## src/rtl/countdown_pkg.sv

```systemverilog
// Shared constants for the countdown timer: FSM encoding and prescaler width.
package countdown_pkg;

    // Prescaler counter width; supports PRESCALE values up to 255.
    localparam int PRESC_W = 8;

    // FSM state encoding
    localparam logic [1:0] ST_IDLE  = 2'd0;
    localparam logic [1:0] ST_RUN   = 2'd1;
    localparam logic [1:0] ST_PAUSE = 2'd2;
    localparam logic [1:0] ST_DONE  = 2'd3;

    // A countdown is in progress (running or paused).
    function automatic logic is_active(logic [1:0] s);
        return (s == ST_RUN) || (s == ST_PAUSE);
    endfunction

endpackage

```

## src/rtl/countdown_timer_tick_divider.sv

```systemverilog
// Prescaler: issues one tick every PRESCALE cycles while run is high.
// The phase is held whenever run is low, so a pause resumes mid-period.
module tick_divider
    import countdown_pkg::*;
#(
    parameter int PRESCALE = 1
) (
    input  logic clk,
    input  logic reset,
    input  logic clear,
    input  logic run,
    output logic tick
);

    localparam logic [PRESC_W-1:0] LAST = PRESC_W'(PRESCALE - 1);
    localparam logic [PRESC_W-1:0] ONE  = PRESC_W'(1);

    logic [PRESC_W-1:0] presc_q;
    logic [PRESC_W-1:0] presc_d;

    // Terminal phase detect and next phase.
    always_comb begin
        tick    = run && (presc_q == LAST);
        presc_d = presc_q;
        if (clear) begin
            presc_d = '0;
        end else if (run) begin
            presc_d = tick ? '0 : presc_q + ONE;
        end
    end

    // Phase register.
    always_ff @(posedge clk or negedge reset) begin
        if (!reset) begin
            presc_q <= '0;
        end else begin
            presc_q <= presc_d;
        end
    end

endmodule

```

## src/rtl/countdown_timer.sv

```systemverilog
// Loadable down-counter with prescaler, pause, abort and optional periodic reload.
//
// state | meaning
// IDLE  | waiting for a load; count is 0 or was loaded with 0
// RUN   | counting down, one step per prescaler tick
// PAUSE | enable low; count and prescaler phase held
// DONE  | reached terminal count without reload; count held at 0
module countdown_timer
    import countdown_pkg::*;
#(
    parameter int DATA_WIDTH = 5,
    parameter int PRESCALE   = 1
) (
    input  logic                  clk,
    input  logic                  reset,
    input  logic                  load,
    input  logic [DATA_WIDTH-1:0] load_val,
    input  logic                  enable,
    input  logic                  stop,
    input  logic                  auto_reload,
    output logic [DATA_WIDTH-1:0] count,
    output logic                  busy,
    output logic                  done,
    output logic                  expire
);

    localparam logic [DATA_WIDTH-1:0] ONE = {{(DATA_WIDTH-1){1'b0}}, 1'b1};

    logic [1:0]            state_q,  state_d;
    logic [DATA_WIDTH-1:0] count_q,  count_d;
    logic [DATA_WIDTH-1:0] reload_q, reload_d;
    logic                  busy_q,   busy_d;
    logic                  done_q,   done_d;
    logic                  expire_q, expire_d;
    logic                  presc_clear;
    logic                  presc_run;
    logic                  tick;

    // The prescaler only advances in RUN; it restarts on load/stop and rests in IDLE/DONE.
    assign presc_clear = load || stop || (state_q == ST_IDLE) || (state_q == ST_DONE);
    assign presc_run   = (state_q == ST_RUN) && enable;

    tick_divider #(
        .PRESCALE (PRESCALE)
    ) u_tick_divider (
        .clk   (clk),
        .reset (reset),
        .clear (presc_clear),
        .run   (presc_run),
        .tick  (tick)
    );

    // Next-state logic: stop beats load, load beats any terminal tick.
    always_comb begin
        state_d  = state_q;
        count_d  = count_q;
        reload_d = reload_q;
        expire_d = 1'b0;
        if (stop) begin
            state_d = ST_IDLE;
            count_d = '0;
        end else if (load) begin
            count_d  = load_val;
            reload_d = load_val;
            state_d  = (load_val != '0) ? ST_RUN : ST_IDLE;
        end else begin
            case (state_q)
                ST_RUN: begin
                    if (!enable) begin
                        state_d = ST_PAUSE;
                    end else if (tick) begin
                        if (count_q > ONE) begin
                            count_d = count_q - ONE;
                        end else begin
                            expire_d = 1'b1;
                            if (auto_reload) begin
                                count_d = reload_q;
                            end else begin
                                count_d = '0;
                                state_d = ST_DONE;
                            end
                        end
                    end
                end
                ST_PAUSE: begin
                    if (enable) begin
                        state_d = ST_RUN;
                    end
                end
                ST_DONE: begin
                    count_d = '0;
                end
                default: begin
                    state_d = ST_IDLE;
                end
            endcase
        end
        busy_d = is_active(state_d);
        done_d = (state_d == ST_DONE);
    end

    // State and registered outputs.
    always_ff @(posedge clk or negedge reset) begin
        if (!reset) begin
            state_q  <= ST_IDLE;
            count_q  <= '0;
            reload_q <= '0;
            busy_q   <= 1'b0;
            done_q   <= 1'b0;
            expire_q <= 1'b0;
        end else begin
            state_q  <= state_d;
            count_q  <= count_d;
            reload_q <= reload_d;
            busy_q   <= busy_d;
            done_q   <= done_d;
            expire_q <= expire_d;
        end
    end

    assign count  = count_q;
    assign busy   = busy_q;
    assign done   = done_q;
    assign expire = expire_q;

endmodule

```

## config.mk

```make
export PLATFORM = sky130hd
export DESIGN_NAME = countdown_timer
export DESIGN_NICKNAME = d
export VERILOG_FILES = /design/src/rtl/countdown_pkg.sv /design/src/rtl/countdown_timer_tick_divider.sv /design/src/rtl/countdown_timer.sv
export SDC_FILE = /design/constraint.sdc
export NUM_CORES = 1
export LEC_CHECK = 0
export ABC_AREA = 1
export CAP_MARGIN = 0
export CORE_MARGIN = 2
export CORE_UTILIZATION = 49
export CTS_CLUSTER_SIZE = 28
export DETAILED_ROUTE_END_ITERATION = 12
export PLACE_DENSITY = 0.79
export SYNTH_ARGS = -nofsm -noshare
export SYNTH_HDL_FRONTEND = slang
export SYNTH_SLANG_ARGS = --single-unit
export TNS_END_PERCENT = 10
```

## constraint.sdc

```tcl
create_clock -name clk -period 2.3 [get_ports clk]
set_input_delay 0.46 -clock clk [delete_from_list [all_inputs] [get_ports clk]]
set_output_delay 0.46 -clock clk [all_outputs]
set_load 0.005 [all_outputs]
```

==> flow_summary.toml, run 1 <==
[drt]
viasPerCell = 5.24
wl_met3_um = 95
wire_per_inst_um = 11.8
vias = 1246
top_layer = "met4"
ant_nets = 0
m1WireLength_um = 1300
drcViolationCount = 0
drt-total-wl_um = 2820
drt_first_pass_iters = 4
drt_iter0_drc = 50
met2_length_um = 1360

[finish]
layout_commonest_cell = "nand2_1"
layout.area.seq_um2 = 576
area_growth_pct = 16.6
stdcell_count = 238
fin_util_pct = 60.1
final_cell_mix = "39 x nand2_1, 25 x inv_1, 23 x dfrtp_1"
diodes = 0
fillers = 252
nets = 224
layout-drive-gt1-share_pct = 13.5
multi_input_area_um2 = 724

[logic_synthesis]
synth_top_area_share_pct = 40.1
postSynthCellCount = 186
synth_seq_cells = 23
synth_area_leaders = "dfrtp_1 40%, nand2_1 10%, inv_1 6.5%, nor2_1 5.0%, nand3_1 4.9%"
synth.largest_area_cell = "dfrtp_1"
synthesis.area_um2 = 1440
ys_seq_area_share_pct = 40.1
synth.distinct_cells = 27
syn-num-nets = 202
avgSynthCellArea_um2 = 7.72
yosys_warnings = 0

[placed_design]
dp_hpwl_um = 2260
placedCellCount = 234
pre_cts_ws_ns = 0.177
io_buffers = 18
gp_congestion = 0.892

[run_status]
status = "complete, no violations"

[clock_tree]
cts_sinks = 23
clockRootBuffer = "clkbuf_4"
path_clk_slew_ns = 0.12
cts_resized = 0
hold_buffers = 0
clk_latency_ns = 0.32
cts_made_buffers = 3
cts_max_level = 1
cts_tree = "built"
post_cts_buffers = 0
clockBufferDepth = 2

[sta]
finClkSkew_ns = 0.00631
post-route-period-util_pct = 77.1
max_freq_mhz = 564
setup_ws_ns = 0.527
fin_setup_tns_ns = 0
hold_viol_final = 0
hold_ws_ns = 0.475
rsz0062_at_grt = "no"
setup_viol = 0
slew_headroom_pct = 75.0
slew_viol_final = 0
min_period_ns = 1.77
tightest_slew_ns = 0.375

[power_and_ir_drop]
ir_drop_uv = 492
p_seq_share_pct = 51.1
p_sw_share_pct = 32.4
intPower_w = 0.000616
p_per_area_nw_per_um2 = 545
total_leakage_power_nw = 0.794
clockPowerShare_pct = 20.6
combPwrFrac_pct = 28.2
power.switching_w = 0.000296

[worst_setup_path]
critical_path_arrival_ns = 1.99
crit_chain = "inv_1, ha_1, inv_1, nor2_1, nand3_4, nor2_1, nand2_1, a21oi_2, ha_1"
cp-start-kind = "flip-flop"
cpLargestDelayFamily = "simple AND/OR/NAND/NOR gates"
crit_buf_inv = 2
required_ns = 2.52
critical_path.slowest_cell = "dfrtp_1"
regToRegEndpoint = "busy"
reg2reg_from = "u_tick_divider.presc_q[0]"
reg2reg_slack_ns = 0.53
reg2regPathDepth = 9
critPathKind = "flip-flop to flip-flop"
endpoint_kind = "flip-flop"
cp_max_fo = 9
critPathMaxStageDelay_ns = 0.42

[die]
die_y_um = 58.1
io_pins = 19
core-area_um2 = 2780
dieArea_um2 = 3380
fp.dieW_um = 58.1
initial_utilization_pct = 51.6
rows = 19

[grt]
grt_pass1_wl_um = 5230
grt_pass1_vias = 1207
track_usage_pct = 20.1
grt_start_max_net_pins = 24
antenna_found_initial = 0
grt-ovfl-total = 0

[flow_run]
maxCapViolCount = 0

[hold_path]
hp-class = "primary input to async pin"
## synth_stat cells
library cell  instances
a21oi_2               4
nand3_1              14
nor2_2                4
clkbuf_1              1
nand2_2               2
dfrtp_1              23
xor2_1                1
ha_1                  5
clkinv_4              1
nand3_2               2
nand4_1               6
inv_1                25
buf_6                 1
nor3_1                4
o21ai_1               4
nand3_4               2
inv_2                 3
nand2_4               2
a211oi_1              1
nor2_1               19
o21ai_0               8
nor2_4                2
a21oi_1              10
nand2_1              39
xnor2_1               1
inv_4                 1
o21ai_2               1
## routing by layer
metal	track usage, %	vias to the layer above
li1	-	642
met1	26.6	575
met2	32.6	24
met3	2.23	5
met4	10.3	0
met5	0	-
## cell families after synthesis
logic type               synth area share [%]
AO/OA/AOI/OAI                            11.2
XOR/XNOR                                 1.22
adder cells (fa/ha/maj)                  4.36
buffers and inverters                    9.42
flip-flops                               40.1
AND/OR/NAND/NOR                          33.7
## state kept, by name (all words and copies together) (netlist names)
register and count:
busy 1, count 5, done 1, expire 1, reload_q 5, state_q 2
u_tick_divider.presc_q 8
## per-stage QoR
stage	area [µm²]	power, W
floorplan	1440	0.000633
finish	1670	0.000912
global placement	1650	0.000722
global route	1670	0.000973
detailed placement	1650	0.000733
CTS	1670	0.000922
## worst max-delay path by stage
stage | start | endpoint | slack (ns) | depth (start not counted)
global route | u_tick_divider.presc_q[0] | busy | 0.42 | 9
CTS | count[2] | count[2] | 0.51 | 1
finish | u_tick_divider.presc_q[0] | busy | 0.53 | 9
global placement | enable | busy | 0.25 | 8
floorplan | u_tick_divider.presc_q[0] | busy | 0.73 | 9
detailed placement | enable | busy | 0.18 | 8
## power groups by stage
stage | clock (W) | sequential (W) | combinational, W
detailed placement | 0 | 0.000474 | 0.000258
global placement | 0 | 0.000472 | 0.000250
CTS | 0.000196 | 0.000466 | 0.000260
floorplan | 0 | 0.000469 | 0.000164
global route | 0.000211 | 0.000472 | 0.000290
finish | 0.000188 | 0.000466 | 0.000257
## area by class of cell
cell class,count,area share [%]
Clock buffer,4,1.57
Multi-Input combinational cell,131,43.3
Inverter,30,7.18
Sequential cell,23,34.4
Tap cell,31,2.32
Timing Repair Buffer,19,11.2
Note: power is estimated with default switching activity, not from simulation.
==> run 2: changes to the inputs <==
clock period = 1.85 ns   (was 2.3 ns; I/O delays follow)
==> flow_summary.toml, run 2 (synthesis results as in run 1) <==
[finish]
fillers = 242
layout.area.seq_um2 = 576
final_cell_mix = "39 x nand2_1, 25 x inv_1, 23 x dfrtp_1"
area_growth_pct = 18.7
stdcell_count = 242
layout_commonest_cell = "nand2_1"
regMostFlops = "u_tick_divider.presc_q"
nets = 228
largest_reg_flops = 8
diodes = 0
multi_input_area_um2 = 724
layout-drive-gt1-share_pct = 15.6

[worst_setup_path]
critPathKind = "flip-flop to output pin"
critical_path_arrival_ns = 1.34
required_ns = 1.48
reg2reg_from = "u_tick_divider.presc_q[0]"
cp_max_fo = 5
reg2regPathDepth = 9
reg2reg_slack_ns = 0.17
endpoint_kind = "output pin"
critPathMaxStageDelay_ns = 0.54
regToRegEndpoint = "busy"
crit_buf_inv = 1
critical_path.slowest_cell = "clkdlybuf4s50_1"
crit_chain = "clkdlybuf4s50_1"
cp-start-kind = "flip-flop"
cpLargestDelayFamily = "buffers and inverters"

[power_and_ir_drop]
total_leakage_power_nw = 0.814
p_per_area_nw_per_um2 = 672
ir_drop_uv = 453
total_power_w = 0.00115

[sta]
max_freq_mhz = 585
post-route-period-util_pct = 92.4
setup_ws_ns = 0.141
rsz0062_at_grt = "no"
tightest_slew_ns = 0.384
finClkSkew_ns = 0.00208
hold_ws_ns = 0.392
min_period_ns = 1.71
hold_viol_final = 0
slew_viol_final = 0
setup_viol = 0
slew_headroom_pct = 74.4

[drt]
viasPerCell = 5.38
drt_first_pass_iters = 4
wire_per_inst_um = 12.5
drt_iter0_drc = 46
drt-total-wl_um = 3030
vias = 1302
ant_nets = 0
drcViolationCount = 0

[die]
io_pins = 19
initial_utilization_pct = 51.6
rows = 19
dieArea_um2 = 3380
die_y_um = 58.1
fp.dieW_um = 58.1
core-area_um2 = 2780

[clock_tree]
post_cts_buffers = 0
cts_resized = 0
cts_made_buffers = 3
clockBufferDepth = 2
path_clk_slew_ns = 0.13
clockRootBuffer = "clkbuf_4"
clk_latency_ns = 0.31
hold_buffers = 0
cts_max_level = 1
cts_sinks = 23
cts_tree = "built"

[placed_design]
io_buffers = 18
placedCellCount = 238
pre_cts_ws_ns = -0.0429
gp_congestion = 0.841
dp_hpwl_um = 2380

[grt]
track_usage_pct = 19.7
grt_start_max_net_pins = 24
grt_pass1_vias = 1230
grt_pass1_wl_um = 5130
antenna_found_initial = 0
grt-ovfl-total = 0

[hold_path]
hp-class = "primary input to async pin"

[run_status]
status = "complete, no violations"

[flow_run]
maxCapViolCount = 0
-- run 2: stage by stage --
stage	utilization, %	TNS (ns)	cell area [µm²]
finish	61.3	0	1700
global route	61.3	0	1700
CTS	61.3	0	1700
detailed placement	60.3	-0.0429	1680
global placement	60.3	0	1680
floorplan	-	0	1440
-- run 2: per-layer routing --
metal | track usage, % | vias to the layer above | routed length [µm]
met5 | 0 | - | 0
met1 | 25.4 | 615 | 1350
met3 | 2.01 | 4 | 119
met2 | 33.8 | 36 | 1520
li1 | - | 647 | -
met4 | 7.97 | 0 | 39
-- run 2: power breakdown --
| group | switching [W] | total (W) | internal, W |
|---|---|---|---|
| clock network | 0.000156 | 0.000237 | 0.0000810 |
| registers | 0.0000400 | 0.000580 | 0.000540 |
| logic | 0.000180 | 0.000329 | 0.000149 |
| total | 0.000377 | 0.00115 | 0.000769 |
-- run 2: area by class of cell --
class                   count  share of cell area (%)
repair buffers             23                    12.8
flip-flops and latches     23                    33.8
well taps                  31                    2.28
inverters                  30                    7.05
clock inverters             1                   0.294
clock buffers               3                    1.32
multi-input cells         131                    42.5
-- run 2: worst max-delay path by stage --
stage,from,endpoint,cells past startpoint
after CTS,count[2],count[2],1
after detailed placement,enable,busy,8
final,count[2],count[2],1
after global routing,u_tick_divider.presc_q[0],busy,9
after floorplan,u_tick_divider.presc_q[0],busy,9
after global placement,enable,busy,8
